### config.mk
export PLATFORM = sky130hd
export DESIGN_NAME = mem_port_arbiter
export DESIGN_NICKNAME = d
export VERILOG_FILES = /design/src/rtl/mem_port_arbiter.sv
export SDC_FILE = /design/constraint.sdc
export NUM_CORES = 1
export LEC_CHECK = 0
export CORE_ASPECT_RATIO = 0.7
export CORE_UTILIZATION = 36
export CTS_CLUSTER_SIZE = 24
export DETAILED_ROUTE_END_ITERATION = 8
export GPL_ROUTABILITY_DRIVEN = 1
export HOLD_SLACK_MARGIN = 0.15
export PLACE_DENSITY_LB_ADDON = 0.3
export SYNTH_ARGS = -nofsm -noshare
export SYNTH_HDL_FRONTEND = slang
export SYNTH_SLANG_ARGS = --single-unit
### constraint.sdc
create_clock -name clock -period 1.95 [get_ports clock]
set_clock_uncertainty 0.2 [all_clocks]
set_input_delay 0.39 -clock clock [delete_from_list [all_inputs] [get_ports clock]]
set_output_delay 0.39 -clock clock [all_outputs]
set_load 0.02 [all_outputs]
### src/rtl/mem_port_arbiter.sv
`default_nettype none
// ============================================================================
// mem_port_arbiter : round-robin arbiter sharing one memory port between
//                    Fetch and LSU, one transaction outstanding, with timeout
// Revision: 1.0
// ============================================================================
module mem_port_arbiter #(
   parameter int ADDR_WIDTH     = 32,
   parameter int DATA_WIDTH     = 32,
   parameter int TIMEOUT_CYCLES = 255
) (
   input  logic                  clock,
   input  logic                  reset,
   input  logic                  instr_req_ip,
   input  logic [ADDR_WIDTH-1:0] instr_addr_ip,
   output logic                  instr_gnt_op,
   output logic [DATA_WIDTH-1:0] instr_data_op,
   output logic                  instr_data_valid_op,
   input  logic                  lsu_req_ip,
   input  logic                  lsu_we_ip,
   input  logic [ADDR_WIDTH-1:0] lsu_addr_ip,
   input  logic [DATA_WIDTH-1:0] lsu_wdata_ip,
   output logic                  lsu_gnt_op,
   output logic [DATA_WIDTH-1:0] lsu_rdata_op,
   output logic                  lsu_rdata_valid_op,
   output logic                  mem_req_op,
   output logic                  mem_we_op,
   output logic [ADDR_WIDTH-1:0] mem_addr_op,
   output logic [DATA_WIDTH-1:0] mem_wdata_op,
   input  logic                  mem_gnt_ip,
   input  logic                  mem_rvalid_ip,
   input  logic [DATA_WIDTH-1:0] mem_rdata_ip,
   output logic                  err_op
);

   localparam logic       c_OWNER_FETCH  = 1'b0;
   localparam logic       c_OWNER_LSU    = 1'b1;
   localparam logic [7:0] c_TIMEOUT_LAST = 8'(TIMEOUT_CYCLES - 1);

   typedef enum logic [1:0] {
      S_IDLE = 2'd0,
      S_REQ  = 2'd1,
      S_RESP = 2'd2
   } state_t;

   state_t                r_state;
   logic                  r_owner;
   logic                  r_last_grant;
   logic                  r_we;
   logic [ADDR_WIDTH-1:0] r_addr;
   logic [DATA_WIDTH-1:0] r_wdata;
   logic [7:0]            r_count;

   logic w_winner;
   logic w_in_req;
   logic w_in_resp;
   logic w_resp_valid;
   logic w_timeout;

   // On a tie the requester that did not win last time goes next.
   always_comb begin
      w_winner = c_OWNER_FETCH;
      if (instr_req_ip && lsu_req_ip) begin
         w_winner = ~r_last_grant;
      end else if (lsu_req_ip) begin
         w_winner = c_OWNER_LSU;
      end
   end

   always_ff @(posedge clock) begin
      if (reset) begin
         r_state      <= S_IDLE;
         r_owner      <= c_OWNER_FETCH;
         r_last_grant <= c_OWNER_LSU;
         r_we         <= 1'b0;
         r_addr       <= '0;
         r_wdata      <= '0;
         r_count      <= 8'd0;
      end else begin
         case (r_state)
            S_IDLE: begin
               if (instr_req_ip || lsu_req_ip) begin
                  r_state      <= S_REQ;
                  r_owner      <= w_winner;
                  r_last_grant <= w_winner;
                  if (w_winner == c_OWNER_LSU) begin
                     r_we    <= lsu_we_ip;
                     r_addr  <= lsu_addr_ip;
                     r_wdata <= lsu_wdata_ip;
                  end else begin
                     r_we    <= 1'b0;
                     r_addr  <= instr_addr_ip;
                     r_wdata <= '0;
                  end
               end
            end
            S_REQ: begin
               if (mem_gnt_ip) begin
                  r_state <= S_RESP;
                  r_count <= 8'd0;
               end
            end
            S_RESP: begin
               if (mem_rvalid_ip || (r_count == c_TIMEOUT_LAST)) begin
                  r_state <= S_IDLE;
               end else begin
                  r_count <= r_count + 8'd1;
               end
            end
            default: r_state <= S_IDLE;
         endcase
      end
   end

   assign w_in_req     = (r_state == S_REQ);
   assign w_in_resp    = (r_state == S_RESP);
   assign w_resp_valid = w_in_resp && mem_rvalid_ip;
   // A response landing on the last allowed cycle still wins over the timeout.
   assign w_timeout    = w_in_resp && !mem_rvalid_ip && (r_count == c_TIMEOUT_LAST);

   assign mem_req_op   = w_in_req;
   assign mem_we_op    = w_in_req && r_we;
   assign mem_addr_op  = w_in_req ? r_addr  : '0;
   assign mem_wdata_op = w_in_req ? r_wdata : '0;

   assign instr_gnt_op = w_in_req && (r_owner == c_OWNER_FETCH) && mem_gnt_ip;
   assign lsu_gnt_op   = w_in_req && (r_owner == c_OWNER_LSU)   && mem_gnt_ip;

   assign instr_data_valid_op = w_resp_valid && (r_owner == c_OWNER_FETCH);
   assign instr_data_op       = instr_data_valid_op ? mem_rdata_ip : '0;
   assign lsu_rdata_valid_op  = w_resp_valid && (r_owner == c_OWNER_LSU);
   assign lsu_rdata_op        = (lsu_rdata_valid_op && !r_we) ? mem_rdata_ip : '0;

   assign err_op = w_timeout;

endmodule
`default_nettype wire

==> results.md, run 1 <==
Final layout:
- In the final layout, the share of cells above drive strength 1 is 0.421.
- In the layout the commonest cells are 132 x sky130_fd_sc_hd__clkdlybuf4s50_1, 117 x sky130_fd_sc_hd__buf_6, 98 x sky130_fd_sc_hd__and2_4.
- The count of cells in the finished layout, fillers not included, comes to 936.
- Compared with the post-synthesis result, the final layout area differs by 108%.
- The finished cells cover 8350 um^2.
- Summing all flip-flop and latch instances after layout gives 1540 um^2.
- Leaving out fill and tap cells, the most frequent cell in the layout is sky130_fd_sc_hd__clkdlybuf4s50_1.
- For this run, the share of the core covered by cells in the final layout is 0.788.
- The total area of multi-input combinational cells is 2600 um^2.
- 0 antenna diodes ended up in the layout.
- The number of nets in the finished design is 920.
- Counting the fill cells in the layout gives 655.

Timing:
- Setup violations remaining at the end of the flow were counted as 135.
- After routing, the total negative slack on setup checks comes to -35.84 ns.
- For the pin with the worst max-slew slack, the measured transition is 0.314 ns.
- Timing would allow up to 427 MHz.
- The final period demand of the worst path is 2.34 ns.
- Setup repair after global routing could not meet its margin everywhere.
- The final critical-path share of the clock period is 1.20.
- The worst-case setup margin in the final layout is -0.393 ns.
- The final number of max-transition violations came to 0.
- The normalized max-slew margin is 0.790.
- The worst hold slack is 0.205 ns.
- The hold violation count in the final report is 0.

Synthesis:
- When the netlist entered floorplanning its net count stood at 611.
- The synthesized area is 4020 um^2.
- The number of distinct library cell variants in the gate-level netlist after synthesis is 41.
- The synthesized netlist cell count is 474.
- For this run, the leading register cell type out of synthesis is sky130_fd_sc_hd__dfxtp_1.
- The synthesized area per cell is 8.48 um^2.
- Counting flops with an async set or reset pin after synthesis yields a share of 0.
- The share of Yosys cell area claimed by the top area cell type is 0.383.
- Of the synthesized area, sequential elements account for 0.383.
- The synthesis-stage register bit count is 77.
- Yosys printed 0 warnings.
- The largest area contributor in the netlist is sky130_fd_sc_hd__dfxtp_1.
- Yosys attributes the largest share of cell area to sky130_fd_sc_hd__dfxtp_1 38%, sky130_fd_sc_hd__and2_1 20%, sky130_fd_sc_hd__mux2i_1 8.0%, sky130_fd_sc_hd__nor2_1 6.9%, sky130_fd_sc_hd__a22oi_1 6.2%.
- The number of enable-type register cells in the synthesized netlist is 0.

Setup path:
- The signal arrival time at the worst endpoint is 1.75 ns.
- The worst-path maximum fanout is 8.
- The worst setup path is launched from a flip-flop.
- The worst setup path category is reg -> out.
- Following the worst setup path forward leads to its endpoint at lsu_rdata_op[7].
- The required time of the critical path is 1.36 ns.
- The critical path starts at r_state[1]$_SDFFE_PP0P_.
- Counting cells, the worst reg-to-reg path comes to 7.
- In this run the critical register-to-register path is launched from r_state[1]$_SDFFE_PP0P_.
- The capturing element type of the critical path is an output port.
- The worst flop-to-flop path endpoint is r_addr[16]$_SDFFE_PP0P_.
- The setup check on the worst reg-to-reg path leaves a slack of 0.06 ns.

Clock tree:
- The clock-pin slew on the worst setup and hold paths is 0.06 ns.
- The later pin in the worst-skew pair is clocked with a latency of 0.33 ns.
- The total CTS buffers is 9.
- CTS built an H-tree with a depth of 3.
- TritonCTS built the clock tree.
- The buffer depth of the longest clock path is 2.
- CTS placed an instance of sky130_fd_sc_hd__clkbuf_16 at the clock tree root.
- The clock sink total is 77.
- The count of hold-fix buffers inserted at cts is 0.

Power:
- The analysis attributes to cell leakage a power of 3.63 nW.
- VDD sags by at most 0.000505 V.
- For this design the ratio of total power to cell area is 623 nW/um^2.

Die:
- For this configuration, the core starts out at a cell density of 0.380.
- The overall die height is 90.4 um.
- The x dimension of the die is 128 um.
- The floorplan step defined a die boundary enclosing 11600 um^2.
- The total area inside the core boundary comes to 10600 um^2.
- The total I/O pin count is 270.
- The count of standard-cell rows is 31.

GRT:
- The first global-routing pass estimated 23.6 mm of wire.
- Entering global routing, the biggest net connects 38 pins.
- Across every metal layer, demand over resource in global routing totals 0.258.
- The initial antenna violation count came to 0.
- The via count of the first global-routing pass is 4567.
- The overflow left after global routing is 0.

Placed design:
- The final RePlAce weighted congestion is 0.888.
- Detailed placement ended at an HPWL of 10.8 mm.
- Port buffering added 269 buffers.
- The post-placement cell count is 893.
- The placed standard-cell area is 7190 um^2.

Routing:
- The count of unresolved DRC violations after routing is 0.
- In the routed layout, each cell is associated on average with a via count of 5.10.
- Dividing the detail-routed wire length by the instance count gives 18.2 um.
- The final layout contains routed wiring with a total length of 17.0 mm.
- The first detailed-routing pass ran for 5 iterations.
- Across all layers, the routed design uses 4777 vias.
- The count of nets left with antenna violations after detail routing is 0.
- In this run, the number of DRC markers left after iteration 0 of detailed routing was 302.

Job:
- The max-capacitance violation count is 0.

Run status:
- The final reports fail on setup timing.
- The run finished, with violations left.

Hold path:
- The worst hold path passes through 2 cells.
- The launch instance of the worst min-delay path is reset.
- The class of the most critical hold timing path is in -> reg.
[cells by family after synthesis]
kind of cell	synth area share
AOI/OAI and AO/OA	0.156
buffers and inverters	0.0488
muxes	0.0825
adders and majority gates	0.00622
and+or+nand+nor	0.319
xor gates and xnor gates	0.00436
DFF	0.383
[what timing repair did]
action                                  CTS  global route
resized for setup                       660           251
pin swaps                                 1            66
endpoints found under the setup margin  135           134
gates cloned                              5             5
setup buffers                             8            11
[Yosys cell counts (2+ instances only)]
cell,number
sky130_fd_sc_hd__and2_1,130
sky130_fd_sc_hd__dfxtp_1,77
sky130_fd_sc_hd__nor2_1,74
sky130_fd_sc_hd__a22oi_1,33
sky130_fd_sc_hd__a211oi_1,32
sky130_fd_sc_hd__mux2i_1,32
sky130_fd_sc_hd__clkbuf_1,17
sky130_fd_sc_hd__buf_2,10
sky130_fd_sc_hd__buf_4,9
sky130_fd_sc_hd__nand3_1,7
sky130_fd_sc_hd__a21oi_1,5
sky130_fd_sc_hd__and3_1,4
sky130_fd_sc_hd__nand2b_1,4
sky130_fd_sc_hd__buf_1,3
sky130_fd_sc_hd__nand2_1,3
sky130_fd_sc_hd__o211ai_1,3
sky130_fd_sc_hd__a211o_1,2
sky130_fd_sc_hd__a31oi_1,2
sky130_fd_sc_hd__and2b_1,2
sky130_fd_sc_hd__ha_1,2
sky130_fd_sc_hd__nand3b_1,2
sky130_fd_sc_hd__nor2b_1,2
[registers in the layout, summed over array words and instances (netlist names)]
signal and cells:
r_addr 32, r_state 2, r_we 1, r_wdata 32
r_owner 1, r_last_grant 1, r_count 8
[where the power goes]
part	switching [mW]	internal [mW]
Sequential	0.0737	1.70
Clock	0.624	1.36
Combinational	0.614	0.832
Total	1.31	3.89
[metrics by stage]
step                      power (mW)  worst slack, ns
final                           5.20           -0.393
after global routing            5.39           -0.443
after CTS                       5.00           -0.367
after detailed placement        2.93           -0.836
after global placement          2.90           -0.753
after floorplan                 2.31           0.0190
[worst min path at each step]
stage / end
6_report: r_count[7]$_SDFFE_PP0P_
5_1_grt: r_wdata[31]$_SDFFE_PP0P_
4_1_cts: r_count[7]$_SDFFE_PP0P_
3_5_place_dp: r_wdata[10]$_SDFFE_PP0P_
3_3_place_gp: r_wdata[26]$_SDFFE_PP0P_
2_1_floorplan: r_last_grant$_SDFFE_PP1P_
[metal layers]
metal | part of all wire | global-route usage
met5 | 0 | 0
met4 | 0.016 | 0.0686
met3 | 0.069 | 0.0628
met2 | 0.50 | 0.424
met1 | 0.42 | 0.334
[critical path, stage by stage (launching register included)]
cell                        delay [ns]
sky130_fd_sc_hd__dfxtp_2          0.34
sky130_fd_sc_hd__nor2b_4          0.17
sky130_fd_sc_hd__and3_4           0.20
sky130_fd_sc_hd__and2b_4          0.26
sky130_fd_sc_hd__clkbuf_16        0.19
sky130_fd_sc_hd__and2_4           0.14
sky130_fd_sc_hd__buf_6            0.11
[layout make-up]
class	count	share of cell area
multi-input cells	357	0.311
flip-flops and latches	77	0.185
well taps	148	0.0222
clock buffers	13	0.0324
inverters	1	0.000450
clock inverters	3	0.0108
repair buffers	337	0.438
Power figures use the tool's default switching activity.
==> inputs of run 2 (changes only) <==
--- a/config.mk
+++ b/config.mk
@@ -6,7 +6,7 @@
 export NUM_CORES = 1
 export LEC_CHECK = 0
 export CORE_ASPECT_RATIO = 0.7
-export CORE_UTILIZATION = 36
+export CORE_UTILIZATION = 30
 export CTS_CLUSTER_SIZE = 24
 export DETAILED_ROUTE_END_ITERATION = 8
 export GPL_ROUTABILITY_DRIVEN = 1
==> constraint.sdc (replaced) <==
create_clock -name clock -period 1.95 [get_ports clock]
set_clock_uncertainty 0.2 [all_clocks]
set_input_delay 0.4875 -clock clock [delete_from_list [all_inputs] [get_ports clock]]
set_output_delay 0.4875 -clock clock [all_outputs]
set_load 0.02 [all_outputs]
==> run 2 against run 1 <==
The run still ends with setup timing left. Maximum frequency up 0.35%. Core utilization down 16 points. Via count down 5.8%. Count of clock-buffer cells in the layout down 3. Combinational power down 12%. Routed wire length down 8.6%. Hold slack better by 0.076 ns. Critical path depth unchanged. Sequential cell count unchanged. Final cell count down 0.11%. Largest power group is now sequential cells.
==> results.md, run 2 (synthesis gave the netlist of run 1 again) <==
Run status:
- The run finished, with violations left.
- The final reports fail on setup timing.

GRT:
- The initial antenna violation count is 0 (unchanged).
- The wire length of the first global-routing pass is 23.5 mm (-0.20%).
- The overflow left after global routing is 0 (unchanged).
- The via count of the first global-routing pass was 4447 (-2.6%).
- The total routing usage reported by global routing was 0.214 (-0.0436).
- The largest net degree at the start of global routing is 38 (unchanged).

Final layout:
- Relative to the synthesized area, the layout overhead comes to 98.2%.
- The flip-flop and latch area came to 1550 um^2 (+0.16%).
- The core utilization of the finished layout was 0.625 (-0.164).
- The post-route cell area is 7970 um^2 (-4.5%).
- The share of layout cells above drive strength 1 is 0.393 (-0.0280).
- In the final layout, the registers with the most flip-flops are r_addr: 32 flops, r_wdata: 32 flops, r_count: 8 flops.
- The count of fill cells added during filler insertion is 1058 (+62%).
- The most common cell after layout, fill and taps aside is sky130_fd_sc_hd__clkdlybuf4s50_1.
- The total area of multi-input combinational cells is 2560 um^2 (-1.4%).
- The number of nets in the finished design is 906 (-1.5%).
- The number of antenna cells inserted came to 0 (unchanged).
- The library cells used most frequently in the layout, excluding fill and tap cells, are 131 x sky130_fd_sc_hd__clkdlybuf4s50_1, 110 x sky130_fd_sc_hd__buf_6, 82 x sky130_fd_sc_hd__and2_4.

Timing:
- The final number of max-transition violations is 0 (unchanged).
- Setup repair after global routing could not meet its margin everywhere.
- The summed negative setup slack over all endpoints was -43.15 ns (-7.31 ns).
- The final critical-path share of the clock period was 1.20 (-0.00423).
- The worst-case setup margin in the final layout is -0.384 ns (+0.00826 ns).
- The maximum clock rate is 428 MHz (+0.35%).
- The final number of setup-violating endpoints is 134 (-0.74%).
- The final period demand of the worst path is 2.33 ns (-0.00826 ns).
- The normalized max-slew margin was 0.762 (-0.0280).
- The transition time at the pin with the least slew margin is 0.356 ns (+0.0418 ns).
- The hold violation count in the final report was 0 (unchanged).

Routing:
- The wire length per cell after detailed routing came to 16.6 um (-8.5%).
- The per-cell via count in the routed design is 4.81 (-5.7%).
- The count of routing violations after the opening detailed-route iteration is 140 (-54%).
- The overall routed net length is 15.5 mm (-8.6%).
- The total via count after detailed routing is 4502 (-5.8%).
- The number of detailed-route iterations in the first pass is 4 (-1).
- The count of unresolved DRC violations after routing is 0 (unchanged).
- The count of nets left with antenna violations after detail routing came to 0 (unchanged).

Clock tree:
- TritonCTS built the clock tree.
- The clock latency on the worst-skew pair is 0.32 ns (about the same).
- The buffer depth of the longest clock path is 2 (unchanged).
- The clock sink total is 77 (unchanged).
- The total CTS buffers is 9 (unchanged).
- The clock-pin slew on the worst setup and hold paths is 0.06 ns (about the same).
- The buffer type at the clock tree root is sky130_fd_sc_hd__clkbuf_16.
- The count of hold-fix buffers inserted at cts is 0 (unchanged).
- The depth of the CTS H-tree is 3 (unchanged).

Setup path:
- The signal arrival time at the worst endpoint is 1.65 ns (-0.10 ns).
- The required time of the critical path came to 1.26 ns (-0.10 ns).
- The nature of the critical path startpoint is a flip-flop.
- STA classifies the critical path endpoint as an output port.
- In this run the critical register-to-register path is launched from r_state[0]$_SDFFE_PP0P_.
- The worst setup path category is reg -> out.
- The depth of the most critical reg-to-reg path is 5 (-2).
- The origin of the worst setup path is r_state[1]$_SDFFE_PP0P_.
- The worst-path maximum fanout is 8 (unchanged).

Die:
- The total die area came to 13900 um^2 (+20%).
- The overall die height was 98.9 um (+9.3%).
- The floorplan core area is 12800 um^2 (+21%).
- The count of standard-cell rows is 34 (+9.7%).
- The x dimension of the die came to 140 um (+9.4%).
- The effective utilization at floorplan is 0.315 (-0.0647).
- The total I/O pin count is 270 (unchanged).

Power:
- The power density over the cells is 586 nW/um^2 (-6.0%).
- The total power consumption of the routed design was 4.67 mW (-10%).
- The static power due to leakage is 3.43 nW (-5.3%).
- The worst supply voltage drop on vdd is 0.000444 V (-12%).

Placed design:
- The HPWL after detailed placement is 11.1 mm (+3.0%).
- The placed standard-cell area came to 7190 um^2 (about the same).
- The count of input and output buffers is 269 (unchanged).
- The final RePlAce weighted congestion is 0.920 (+3.7%).

Hold path:
- The path class of the tightest hold or removal check is in -> reg.
- The startpoint identified for the worst hold timing path is reset.
- The number of instances on the worst hold path is 2 (unchanged).

Job:
- The max-capacitance violation count is 0 (unchanged).
==> run 2: cell types whose count changed in the layout (fill, tap and decap cells not counted), moves of 4 or more <==
| cell | before | now |
|---|---|---|
| sky130_fd_sc_hd__buf_4 | 60 | 64 |
| sky130_fd_sc_hd__and2_1 | 32 | 48 |
| sky130_fd_sc_hd__buf_12 | 16 | 11 |
| sky130_fd_sc_hd__buf_6 | 117 | 110 |
| sky130_fd_sc_hd__and2_4 | 98 | 82 |
==> run 2: area by class of cell <==
type	count	share of cell area
Tap cell	162	0.0254
Clock buffer	10	0.0287
Timing Repair Buffer	323	0.422
Clock inverter	5	0.00769
Inverter	1	0.000471
Sequential cell	77	0.194
Multi-Input combinational cell	357	0.321
==> run 2: per-stage QoR <==
| stage | hold WS [ns] | cells | setup WS [ns] |
|---|---|---|---|
| after floorplan | 0.236 | 474 | -0.0511 |
| after global placement | 0.270 | 905 | -1.13 |
| after detailed placement | 0.285 | 905 | -1.18 |
| after CTS | 0.267 | 930 | -0.429 |
| after global routing | 0.285 | 935 | -0.469 |
| final | 0.281 | 935 | -0.384 |
==> run 2: worst paths after layout <==
check | end | slack (ns)
max | lsu_rdata_op[15] | -0.38
min | r_count[2]$_SDFFE_PP0P_ | 0.28
max reg2reg | r_count[6]$_SDFFE_PP0P_ | 0.17
min reg2reg | r_wdata[27]$_SDFFE_PP0P_ | 0.29
==> run 2: worst max-delay path: stages, from the launching register on <==
cell                        delay (ns)
sky130_fd_sc_hd__dfxtp_2          0.32
sky130_fd_sc_hd__nor2b_4          0.17
sky130_fd_sc_hd__and3_4           0.19
sky130_fd_sc_hd__and2b_4          0.22
sky130_fd_sc_hd__clkbuf_16        0.17
sky130_fd_sc_hd__and2_4           0.14
sky130_fd_sc_hd__buf_6            0.11
==> run 2: repair_timing <==
action / CTS / global route
endpoints found under the hold margin: 0 / 0
cloned: 5 / 2
pin swaps: 0 / 22
gates resized for setup: 703 / 188
setup buffers: 5 / 4
setup endpoints to repair: 135 / 135
==> run 2: power by group <==
part / internal [mW] / switching [mW] / leakage, nW / total [mW]
registers: 1.70 / 0.0665 / 0.634 / 1.77
logic: 0.706 / 0.560 / 2.67 / 1.27
clock network: 0.989 / 0.647 / 0.131 / 1.64
total: 3.39 / 1.27 / 3.43 / 4.67
==> run 2: per-layer routing <==
| metal | wire [um] | up-vias | GRT usage |
|---|---|---|---|
| li1 | - | 2217 | - |
| met1 | 6740 | 2134 | 0.268 |
| met2 | 7720 | 137 | 0.370 |
| met3 | 947 | 14 | 0.0554 |
| met4 | 131 | 0 | 0.0448 |
| met5 | 0 | - | 0 |
